File: src/rtl/div_8_by_4_seq.sv
// rtl/div_8_by_4_seq.sv - sequential restoring divider, 8-bit dividend by 4-bit divisor
// One quotient bit per cycle; operands and result move over valid/ready handshakes.
module div_8_by_4_seq #(
  parameter int DIVIDEND_W = 8,
  parameter int DIVISOR_W  = 4
) (
  input  logic                  clk,
  input  logic                  rst,
  input  logic                  in_valid,
  output logic                  in_ready,
  input  logic [DIVIDEND_W-1:0] dividend,
  input  logic [DIVISOR_W-1:0]  divisor,
  output logic                  out_valid,
  input  logic                  out_ready,
  output logic [DIVIDEND_W-1:0] quotient,
  output logic [DIVISOR_W-1:0]  remainder,
  output logic                  div_by_zero
);

  localparam int CNT_W = (DIVIDEND_W > 1) ? $clog2(DIVIDEND_W) : 1;
  localparam logic [CNT_W-1:0] LAST_ITER = CNT_W'(DIVIDEND_W - 1);

  typedef enum logic [1:0] {
    IDLE,
    BUSY,
    DONE
  } state_e;

  state_e                state_q, state_d;
  logic [CNT_W-1:0]      cnt_q, cnt_d;
  logic [DIVIDEND_W-1:0] quo_q, quo_d;
  logic [DIVISOR_W-1:0]  prem_q, prem_d;
  logic [DIVISOR_W-1:0]  dsr_q, dsr_d;
  logic                  dbz_q, dbz_d;

  logic [DIVISOR_W:0]    trial;
  logic [DIVISOR_W:0]    trial_diff;

  always_comb begin
    state_d    = state_q;
    cnt_d      = cnt_q;
    quo_d      = quo_q;
    prem_d     = prem_q;
    dsr_d      = dsr_q;
    dbz_d      = dbz_q;
    // Shift the next dividend bit into the partial remainder and try a subtract.
    trial      = {prem_q, quo_q[DIVIDEND_W-1]};
    trial_diff = trial - {1'b0, dsr_q};

    case (state_q)
      IDLE: begin
        if (in_valid) begin
          dsr_d = divisor;
          if (divisor == '0) begin
            state_d = DONE;
            quo_d   = '1;
            prem_d  = dividend[DIVISOR_W-1:0];
            dbz_d   = 1'b1;
          end else begin
            state_d = BUSY;
            cnt_d   = '0;
            quo_d   = dividend;
            prem_d  = '0;
          end
        end
      end

      BUSY: begin
        quo_d = {quo_q[DIVIDEND_W-2:0], 1'b0};
        if (trial >= {1'b0, dsr_q}) begin
          // Restored result is always below the divisor, so it fits in DIVISOR_W bits.
          prem_d   = trial_diff[DIVISOR_W-1:0];
          quo_d[0] = 1'b1;
        end else begin
          prem_d = trial[DIVISOR_W-1:0];
        end
        if (cnt_q == LAST_ITER) begin
          cnt_d   = '0;
          state_d = DONE;
          dbz_d   = 1'b0;
        end else begin
          cnt_d = cnt_q + 1'b1;
        end
      end

      DONE: begin
        if (out_ready) begin
          state_d = IDLE;
        end
      end

      default: begin
        state_d = IDLE;
      end
    endcase
  end

  always_ff @(posedge clk) begin
    if (rst) begin
      state_q <= IDLE;
      cnt_q   <= '0;
      quo_q   <= '0;
      prem_q  <= '0;
      dsr_q   <= '0;
      dbz_q   <= 1'b0;
    end else begin
      state_q <= state_d;
      cnt_q   <= cnt_d;
      quo_q   <= quo_d;
      prem_q  <= prem_d;
      dsr_q   <= dsr_d;
      dbz_q   <= dbz_d;
    end
  end

  assign in_ready    = (state_q == IDLE);
  assign out_valid   = (state_q == DONE);
  assign quotient    = quo_q;
  assign remainder   = prem_q;
  assign div_by_zero = dbz_q;

endmodule
File: config.mk
export PLATFORM = sky130hd
export DESIGN_NAME = div_8_by_4_seq
export DESIGN_NICKNAME = d
export VERILOG_FILES = /design/src/rtl/div_8_by_4_seq.sv
export SDC_FILE = /design/constraint.sdc
export NUM_CORES = 1
export LEC_CHECK = 0
export CAP_MARGIN = 10
export CORE_ASPECT_RATIO = 0.5
export CORE_MARGIN = 5
export CORE_UTILIZATION = 35
export CTS_BUF_LIST = sky130_fd_sc_hd__clkbuf_4
export DETAILED_ROUTE_END_ITERATION = 8
export GPL_TIMING_DRIVEN = 0
export MAX_ROUTING_LAYER = met4
export SLEW_MARGIN = 20
export SYNTH_ARGS = -nofsm -noshare
export SYNTH_HDL_FRONTEND = slang
export SYNTH_SLANG_ARGS = --single-unit
export TNS_END_PERCENT = 1
File: constraint.sdc
create_clock -name clk -period 1.62 [get_ports clk]
set_input_delay 0.162 -clock clk [delete_from_list [all_inputs] [get_ports clk]]
set_output_delay 0.162 -clock clk [all_outputs]
set_load 0.05 [all_outputs]
# After elaboration in Yosys (flattened, before gate mapping)
# Cells that the tools add are included.
dict set report word_totals {
  out_inout_bits 15
  in_bits 16
  ff_bits 22
  word_cells 46
}
dict set report op_classes {
  addsub 2
  muxes 21
  reduce_logical 8
  eq_ne 8
  n_lt_le_gt_ge 1
}
# operator count
set op_table {}
lappend op_table {{$mux 8} 2}
lappend op_table {{$pmux 8 s2} 1}
lappend op_table {{$mux 4} 3}
lappend op_table {{$mux 3} 3}
lappend op_table {{$mux 2} 4}
lappend op_table {{$pmux 4 s2} 1}
lappend op_table {{$ne 2x2->1 const B} 3}
lappend op_table {{$pmux 2 s3} 1}
lappend op_table {{$pmux 3 s2} 1}
lappend op_table {{$reduce_and 3->1} 2}
lappend op_table {{$ge 5x4->1} 1}
lappend op_table {{$logic_not 4->1} 1}
lappend op_table {{$mux 1} 4}
lappend op_table {{$ne 2x1->1 const B} 2}
lappend op_table {{$reduce_and 2->1} 2}
lappend op_table {{$reduce_and 4->1} 1}
lappend op_table {{$sub 4x4->4} 1}
lappend op_table {{$add 3x1->3 const B} 1}
lappend op_table {{$eq 3x3->1 const B} 1}
lappend op_table {{$eq 2x1->1 const B} 1}
lappend op_table {{$eq 2x2->1 const B} 1}
lappend op_table {{$logic_not 2->1} 1}
lappend op_table {{$pmux 1 s2} 1}
lappend op_table {{$reduce_bool 2->1} 1}

# Depth between registers and ports, before layout
# Gate-level depths: netlist of the first run.
dict set report logic_depth {
  ltp_word 4
  ltp_mapped 6
}

# Least setup slack after synthesis of the first run
# No wires, ideal clock.
dict set report synth_timing {
  kind {register -> register}
  start {reg quo_q[7], in the netlist quotient[7]}
  end {reg prem_q[1], in the netlist remainder[1]}
  stages_incl_launch_ff 7
  period_less_slack_ps 1997
  path_buffers 0
  slack_ps -377
  arrival_time_ps 1870
  t_required_ps 1493
  setup_ps 127
  path_cell_list {dfxtp_1 -> inv_1 -> ha_1 -> fa_1 -> nand2b_1 -> a311oi_1 -> or3_1}
}
dict set report synth_via {
  elab_chain_cells 3
  elab_cells_between_ends 4
}
# item line_no
set synth_rtl {}
lappend synth_rtl {{start: declaration} 31} ;# logic [DIVIDEND_W-1:0] quo_q, quo_d;
lappend synth_rtl {{start signal: assignment} 109} ;# quo_q <= quo_d;
lappend synth_rtl {{$sub 4x4->4 / $ge 5x4->1 (equally long branches)} {48, 70}}
lappend synth_rtl {{$mux 4 (*)} 70} ;# if (trial >= {1'b0, dsr_q}) begin
lappend synth_rtl {{$pmux 4 s2 (*)} 50} ;# case (state_q)
lappend synth_rtl {{end signal: assignment} 110} ;# prem_q <= prem_d;
lappend synth_rtl {{end: declaration} 32} ;# logic [DIVISOR_W-1:0] prem_q, prem_d;
# Every way passes the cells marked *; elsewhere a longest branch is shown, timed or not.
# A chain may end at the register's enable or synchronous reset.

# Worst setup path after layout of the first run
# Ends and elaborated chain as after synthesis.

==> metrics.md, run 1 <==
| Metric | Value |
|---|---|
| Status | complete, but fails checks |
| Failing checks | negative setup slack |
| Clock sinks | 22 |
| CP cell instances | inv_2 -> ha_4 -> fa_1 -> nand2b_1 -> a311oi_1 -> or3_1 |
| Drt drc | 0 |
| I/O Pins | 31 |
| Vias in the first global route | approximately 1100 |
| Drt pass-1 iters | 4 |
| Total vias in the final route | around 1200 |
| Final Routed Wirelength | 3470 microns |
| Die Height | ~53 microns |
| R2R Path Start | quotient[7] |
| Mapped Area | about 1300 sq um |
| Unrepaired setup endpoints after global routing | yes |
| CP peak stage delay | between 0.4 and 0.5 ns |
| Clk Latency, worst-skew pair | 0.32 ns |
| Crit path max fanout | 3 |
| R2R cell count | 6 |
| Post-place setup slack | -0.212 ns |
| Vias per inst | 5.16 |
| Syn_nets | 175 |
| #FFs+latches synth | 22 |
| Tot GR Track Use | approximately 14% |
| Worst Clk Skew | around 0.017 ns |
| Total grt overflow | 0 |
| Post-Place Cells | 232 |
| Ant diodes | 0 |
| Min-delay worst type | input port to flop |
| Avg Inst Size Synth | between 8 and 9 sq um |
| Yosys warns | 0 |
| DR iter-0 viols | 96 |
| Worst Tran Pin Value | approximately 0.55 ns |
| CP bufs+invs | 1 |
| Layout Nets | 214 |
| Initial core utilization | 37.4% |
| Final period utilization | 101% |
| Final setup viols | 1 |
| Hold EP | quotient[7] |
| Storage cell area | 458 sq um |
| Crit path required time | between 1.5 and 2 ns |
| Worst Setup Start Kind | flop |
| PortBufs | 29 |
| Die ar. | just over 5000 sq um |
| Final Non-Filler Cells | 241 |
| Initial antenna violation count | 0 |
| Die X | between 90 and 100 microns |
| Worst slew margin | a little over three fifths |
| CTS tree | yes |
| Area occupied by multi-input gates | approximately 820 sq um |
| Clock-pin slew on the worst setup and hold paths | ~0.14 ns |
| Clk root buf | clkbuf_4 |
| Layout area overhead | 36.7% |
| Core Region | around 3500 sq um |
| Mapped Cells | 152 |
| Largest net degree at the start of global routing | 13 |
| Max_cap viols | 0 |
| Sequential share of the synthesized area | between 30 and 40% |
| First-pass GRT wire length | between 5000 and 6000 microns |
| Reg2Reg Setup Slack | -0.02 ns |
| Tmin final | between 1.5 and 2 ns |
| Arrival time of the worst setup path | between 1.5 and 2 ns |
| Detailed placement HPWL | 2680 microns |
| Filler instances | 355 |
| FF-to-FF End | remainder[1] |
| WL per Instance | 14.4 microns |
| Worst hold start | rst |
| FP Rows | 15 |
| Setup TNS | -0.0242 ns |
| # hold bufs at CTS | 0 |
| Power density cells | between 800 and 900 nW/um^2 |
| Critical path class | flop to flop |
| Delay-heaviest family, CP | adder cells |
| Slowest stage cell, crit path | fa_1 |
| Worst vdd ir | between 0.0002 and 0.0003 V |
| Max Clk Rate | between 0.6 and 0.7 GHz |
| Post-layout worst setup margin | -0.0242 ns |
| Cts bufs inserted | 3 |
| Unique masters post-synth | 47 |
| Max Slew Vio Count | 0 |
| Largest buffer count on any clock path | 2 |
| Htree depth | 1 |
| Fin. Hold Viols | 0 |
| Leakage power | 0.734 nW |
| Fraction of layout cells with a size suffix above 1 | roughly a quarter |
| Hold Path Depth | 2 |
| Post-DRT Antenna Nets | 0 |
| Kind of end point of the critical path | flop |
| Gpl congestion | between 0.8 and 0.9 |
-- worst reg2reg max path: cells and delay by family, from the launching register on --
family | cells | cell delay [ns]
adders and majority gates | 2 | 0.61
and+or+nand+nor | 2 | 0.46
DFF | 1 | 0.38
buffers and inverters | 1 | 0.04
AOI/OAI and AO/OA | 1 | 0.04
-- area by class of cell --
type	instances	area share (%)
Clock buffer	4	1.66
Buffer	9	4.92
Multi-Input combinational cell	112	45.6
Inverter	9	1.87
Timing Repair Buffer	34	17.0
Sequential cell	22	25.3
Tap cell	51	3.53
-- routing by layer --
metal / global-route usage, % / share of wire [%] / vias up
li1: - / - / 630
met1: 19.5 / 52 / 585
met2: 20.2 / 43 / 25
met3: 3.29 / 4.2 / 4
met4: 2.80 / 0.84 / 0
met5: - / 0 / -
-- cell usage after synthesis, drive strengths merged --
library cell	n	area [sq um]
a211oi	2	15.0
a21bo	1	10.0
a21boi	1	7.51
a21oi	11	55.1
a221oi	2	17.5
a22o	1	8.76
a22oi	3	22.5
a311oi	3	26.3
a31oi	3	18.8
a32oi	1	8.76
buf	5	50.0
clkbuf	4	38.8
dfxtp	22	440
fa	1	20.0
ha	6	75.1
inv	9	33.8
mux2i	1	10.0
nand2	15	63.8
nand2b	3	26.3
nand3	1	5.00
nand4	2	12.5
nor2	22	85.1
nor2b	2	12.5
nor3	4	20.0
nor3b	1	18.8
nor4	3	40.0
nor4b	1	8.76
o211a	1	10.0
o21a	2	15.0
o21ai	7	42.5
o21ba	1	10.0
o21bai	1	11.3
o221ai	4	35.0
or2	1	6.26
or3	2	12.5
or4	2	18.8
xor2	1	8.76
-- cells by family (layout without fill, tap and decap cells) --
group | after synthesis | after routing | synth area share [%]
XOR/XNOR | 1 | 1 | 0.663
multiplexers | 1 | 1 | 0.758
AND/OR/NAND/NOR | 59 | 59 | 25.0
adder cells (fa/ha/maj) | 7 | 7 | 7.20
AO/OA/AOI/OAI | 44 | 44 | 23.8
flip-flops | 22 | 22 | 33.3
buffers and inverters | 18 | 56 | 9.28
-- power by group --
part           total (W)  switching, W  internal (W)  leakage [nW]
clock           0.000292      0.000179      0.000113        0.0184
combinational   0.000639      0.000376      0.000263         0.532
sequential      0.000631     0.0000414      0.000590         0.185
total            0.00156      0.000597      0.000966         0.734
-- cells in the final DEF, fill, tap and decap left out, types with 3 or more instances in the layout --
master,count
a311oi_1,3
nand2_1,13
inv_1,6
o221ai_1,4
buf_6,4
clkdlybuf4s50_1,14
nor3_1,4
dfxtp_1,16
dfxtp_4,4
a31oi_1,3
dlygate4sd2_1,13
o21ai_0,5
ha_4,4
inv_2,3
clkbuf_4,5
a21oi_1,11
buf_4,5
nor2_1,20
a22oi_1,3
-- registers in the layout, indices dropped and copies added (netlist names) --
name	cells
quotient	8
dsr_q	4
remainder	4
cnt_q	3
state_q	2
div_by_zero	1
-- through the flow --
stage | hold WS (ns) | total power, W | utilization [%] | instance area [sq um]
after floorplan | 0.301 | 0.00106 | - | 1360
after global placement | 0.414 | 0.00124 | 48.6 | 1720
after detailed placement | 0.413 | 0.00125 | 48.6 | 1720
after CTS | 0.0557 | 0.00152 | 49.3 | 1740
after global routing | 0.0380 | 0.00166 | 51.2 | 1810
final | 0.0612 | 0.00156 | 51.2 | 1810
-- repair_timing --
action,in CTS,in global routing
pin swaps,2,3
setup endpoints to repair,19,5
resized for setup,22,9
gates cloned,0,0
buffers inserted,0,5
-- how the worst max path moves through the flow --
stage	from	to	slack, ns	cells past startpoint
5_1_grt	quotient[7]	remainder[1]	-0.07	6
3_3_place_gp	divisor[0]	quotient[2]	-0.21	4
6_report	quotient[7]	remainder[1]	-0.02	6
2_1_floorplan	quotient[7]	remainder[1]	-0.07	6
4_1_cts	quotient[7]	remainder[1]	-0.04	6
3_5_place_dp	divisor[0]	quotient[0]	-0.21	4
Power figures use the tool's default switching activity.
==> run 2, diff against run 1 <==
--- a/config.mk
+++ b/config.mk
@@ -5,7 +5,6 @@
 export SDC_FILE = /design/constraint.sdc
 export NUM_CORES = 1
 export LEC_CHECK = 0
-export CAP_MARGIN = 10
 export CORE_ASPECT_RATIO = 0.5
 export CORE_MARGIN = 5
 export CORE_UTILIZATION = 35
==> results of run 2 <==
Final layout, timing and power as in run 1 (identical DEF).
==> run 3, diff against run 2 <==
--- a/config.mk
+++ b/config.mk
@@ -5,6 +5,7 @@
 export SDC_FILE = /design/constraint.sdc
 export NUM_CORES = 1
 export LEC_CHECK = 0
+export ABC_AREA = 1
 export CORE_ASPECT_RATIO = 0.5
 export CORE_MARGIN = 5
 export CORE_UTILIZATION = 35
==> constraint.sdc (replaced) <==
create_clock -name clk -period 1.6 [get_ports clk]
set_input_delay 0.16 -clock clk [delete_from_list [all_inputs] [get_ports clk]]
set_output_delay 0.16 -clock clk [all_outputs]
set_load 0.05 [all_outputs]
==> run 3 against run 2 <==
The run now ends clean; critical path depth is 1 higher; fmax is 12% higher; register-to-register slack better by 0.16 ns; clock power is 6.8% lower; area after synthesis is 5.7% lower; power is 11% higher; synthesized cell count is 9.9% higher.
==> metrics.md, run 3 <==
| Metric | Value |
|---|---|
| Status | completed |
| Slowest stage cell, crit path | fa_1 |
| Fraction of layout cells with a size suffix above 1 | a little under a fifth |
| CP bufs+invs | 1 |
| Cts bufs inserted | 3 |
| Post-layout worst setup margin | between 0.1 and 0.15 ns |
| Largest buffer count on any clock path | 2 |
| DR iter-0 viols | 35 |
| Post-place setup slack | -0.0186 ns |
| Die X | 94.4 microns |
| Delay-heaviest family, CP | adder cells |
| Async S/R FF share, synth | 0% |
| Max Clk Rate | ~0.68 GHz |
| CP cell instances | inv_1 -> ha_1 -> fa_1 -> xor2_1 -> nand2_1 -> nand3_1 -> a21oi_1 |
| Combinational share of power | roughly 46% |
| Post-synth EDFFs | 0 |
| Commonest cells post-synth | 28 x a21oi_1, 25 x nand2_1, 22 x dfxtp_1 |
| Worst slew margin | between 60% and 70% |
| Core Region | 3430 sq um |
| Max_cap viols | 0 |
| Htree depth | 1 |
| R2R cell count | 7 |
| Crit path max fanout | 3 |
| Post-DRT Antenna Nets | 0 |
| Clk Latency, worst-skew pair | approximately 0.31 ns |
| Kind of end point of the critical path | flop |
| Clk pwr share | between 10% and 20% |
| Largest net degree at the start of global routing | 13 |
| PortBufs | 30 |
| Final period utilization | between 90 and 100% |
| Initial core utilization | a little over a third |
| Mapped Cells | roughly 170 |
| Worst vdd ir | approximately 0.00034 V |
| Yosys warns | 0 |
| Clock-pin slew on the worst setup and hold paths | 0.13 ns |
| Filler instances | roughly 370 |
| Vias per inst | between 4 and 5 |
| Clock sinks | 22 |
| Final setup viols | 0 |
| Total vias in the final route | about 1200 |
| Initial antenna violation count | 0 |
| Most common cell in the netlist | a21oi_1 |
| Resized Gates After CTS | 18 |
| I/O Pins | 31 |
| Reg2Reg Setup Slack | between 0.1 and 0.15 ns |
| Fin util | 47.8% |
| Total grt overflow | 0 |
| Unrepaired setup endpoints after global routing | no |
| Unique masters post-synth | 26 |
| Net Sw Frac | 43.4% |
| R2R Path Start | quotient[7] |
| Mapped Area | roughly 1200 sq um |
| Clk root buf | clkbuf_4 |
| Die ar. | around 5000 sq um |
| Tot GR Track Use | 13.5% |
| Most common cell after layout, fill and taps aside | a21oi_1 |
| Avg Inst Size Synth | approximately 7.5 sq um |
| # hold bufs at CTS | 0 |
| #FFs+latches synth | 22 |
| Min-delay worst type | input port to flop |
| Pint | slightly below 0.001 W |
| Layout Nets | about 230 |
| Vias in the first global route | approximately 1100 |
| Tmin final | roughly 1.5 ns |
| Area occupied by multi-input gates | 687 sq um |
| Post-synth top flop | dfxtp_1 |
| Drt drc | 0 |
| Hold Path Depth | 3 |
| Critical path class | flop to flop |
| Crit path required time | approximately 1.9 ns |
| WL per Instance | around 12 microns |
| Commonest non-fill, non-tap cells in the layout | 28 x a21oi_1, 23 x nand2_1, 18 x inv_1 |
| FF-to-FF End | remainder[2] |
| Part of the power in registers | about two fifths |
| CP peak stage delay | between 0.3 and 0.4 ns |
| Largest area contributor in the synthesized netlist | dfxtp_1 |
| Worst Tran Pin Value | 0.494 ns |
| Max Slew Vio Count | 0 |
| Switch Pwr | 0.000756 W |
| Fin. Hold Viols | 0 |
| Hold EP | quotient[7] |
| Sequential share of the synthesized area | a little over a third |
| Arrival time of the worst setup path | about 1.7 ns |
| First-pass GRT wire length | roughly 5000 microns |
| Die Height | approximately 52 microns |
| Max reg flops | 8 |
| CTS tree | yes |
| FP Rows | 15 |
| Ant diodes | 0 |
| Worst Clk Skew | between 0.002 and 0.003 ns |
| Storage cell area | roughly 450 sq um |
| Leakage power | approximately 0.75 nW |
| Worst Setup Start Kind | flop |
| # Post-CTS Setup Buffers | 0 |
| Final Routed Wirelength | 3010 microns |
| Synth area leaders | dfxtp_1 35%, a21oi_1 11%, nand2_1 7.5% |
| Worst hold start | dividend[7] |
| Gpl congestion | between 0.7 and 0.8 |
| Drt pass-1 iters | 4 |
| Syn_nets | 190 |
| Layout area overhead | 31.7% |
| Detailed placement HPWL | roughly 2400 microns |
| Power density cells | between 1000 and 1500 nW/um^2 |
| Synth top area share | a little over a third |
run 3: cell types whose count changed after synthesis, moves of 3 or more:
cell	before	now
a21oi_1	11	28
nand2_1	14	25
nand3_1	1	12
inv_1	9	18
nor2_1	21	14
o21ai_0	5	12
inv_2	0	5
nor3_1	4	0
o221ai_1	4	0
a22oi_1	3	0
a311oi_1	3	0
a31oi_1	3	0
nand2_2	0	3
run 3: worst min-delay path: cells and delay by family:
family | cells | cell delay (ns)
buffers and inverters | 1 | 0.39
AO/OA/AOI/OAI | 1 | 0.07
AND/OR/NAND/NOR | 1 | 0.11
run 3: area by class of cell:
cell class | count | share of cell area (%)
Inverter | 24 | 5.64
Clock inverter | 1 | 0.229
Clock buffer | 3 | 1.37
Buffer | 5 | 2.74
Multi-Input combinational cell | 116 | 41.8
Sequential cell | 22 | 27.2
Tap cell | 51 | 3.89
Timing Repair Buffer | 30 | 17.1
run 3: logic make-up after synthesis:
group,share of synthesized area (%)
buffers and inverters,11.0
XOR/XNOR,0.703
AND/OR/NAND/NOR,23.2
AO/OA/AOI/OAI,22.1
flip-flops,35.3
adder cells (fa/ha/maj),7.63
run 3: metrics by stage:
stage          hold WS [ns]  TNS (ns)  total power, W  instance area, sq um  cells
6_report              0.444         0         0.00174                  1640    252
5_1_grt               0.456         0         0.00187                  1640    252
4_1_cts               0.444         0         0.00174                  1630    252
3_5_place_dp          0.455   -0.0202         0.00150                  1620    248
3_3_place_gp          0.453   -0.0405         0.00149                  1620    248
2_1_floorplan         0.324  -0.00135         0.00126                  1250    167
run 3: metal layers:
metal  vias up  global-route usage [%]  share of wire [%]
li1        622                       -                  -
met1       572                    16.6                 48
met2         8                    22.3                 49
met3         5                    3.16                1.8
met4         0                    4.08                1.3
met5         -                       -                  0
run 3: how the worst max path moves through the flow:
stage,start,endpoint,slack [ns],cells past startpoint
floorplan,quotient[7],remainder[2],-0.001,7
finish,quotient[7],remainder[2],0.13,7
CTS,state_q[1],in_ready,0.02,2
detailed placement,divisor[0],remainder[1],-0.02,6
global route,quotient[7],remainder[2],0.003,7
global placement,divisor[0],remainder[1],-0.03,6
run 3: power by group through the flow:
stage / clock network (W) / registers, W / logic, W
2_1_floorplan: 0 / 0.000828 / 0.000429
3_3_place_gp: 0 / 0.000679 / 0.000808
3_5_place_dp: 0 / 0.000680 / 0.000817
4_1_cts: 0.000286 / 0.000666 / 0.000789
5_1_grt: 0.000310 / 0.000677 / 0.000882
6_report: 0.000272 / 0.000666 / 0.000802
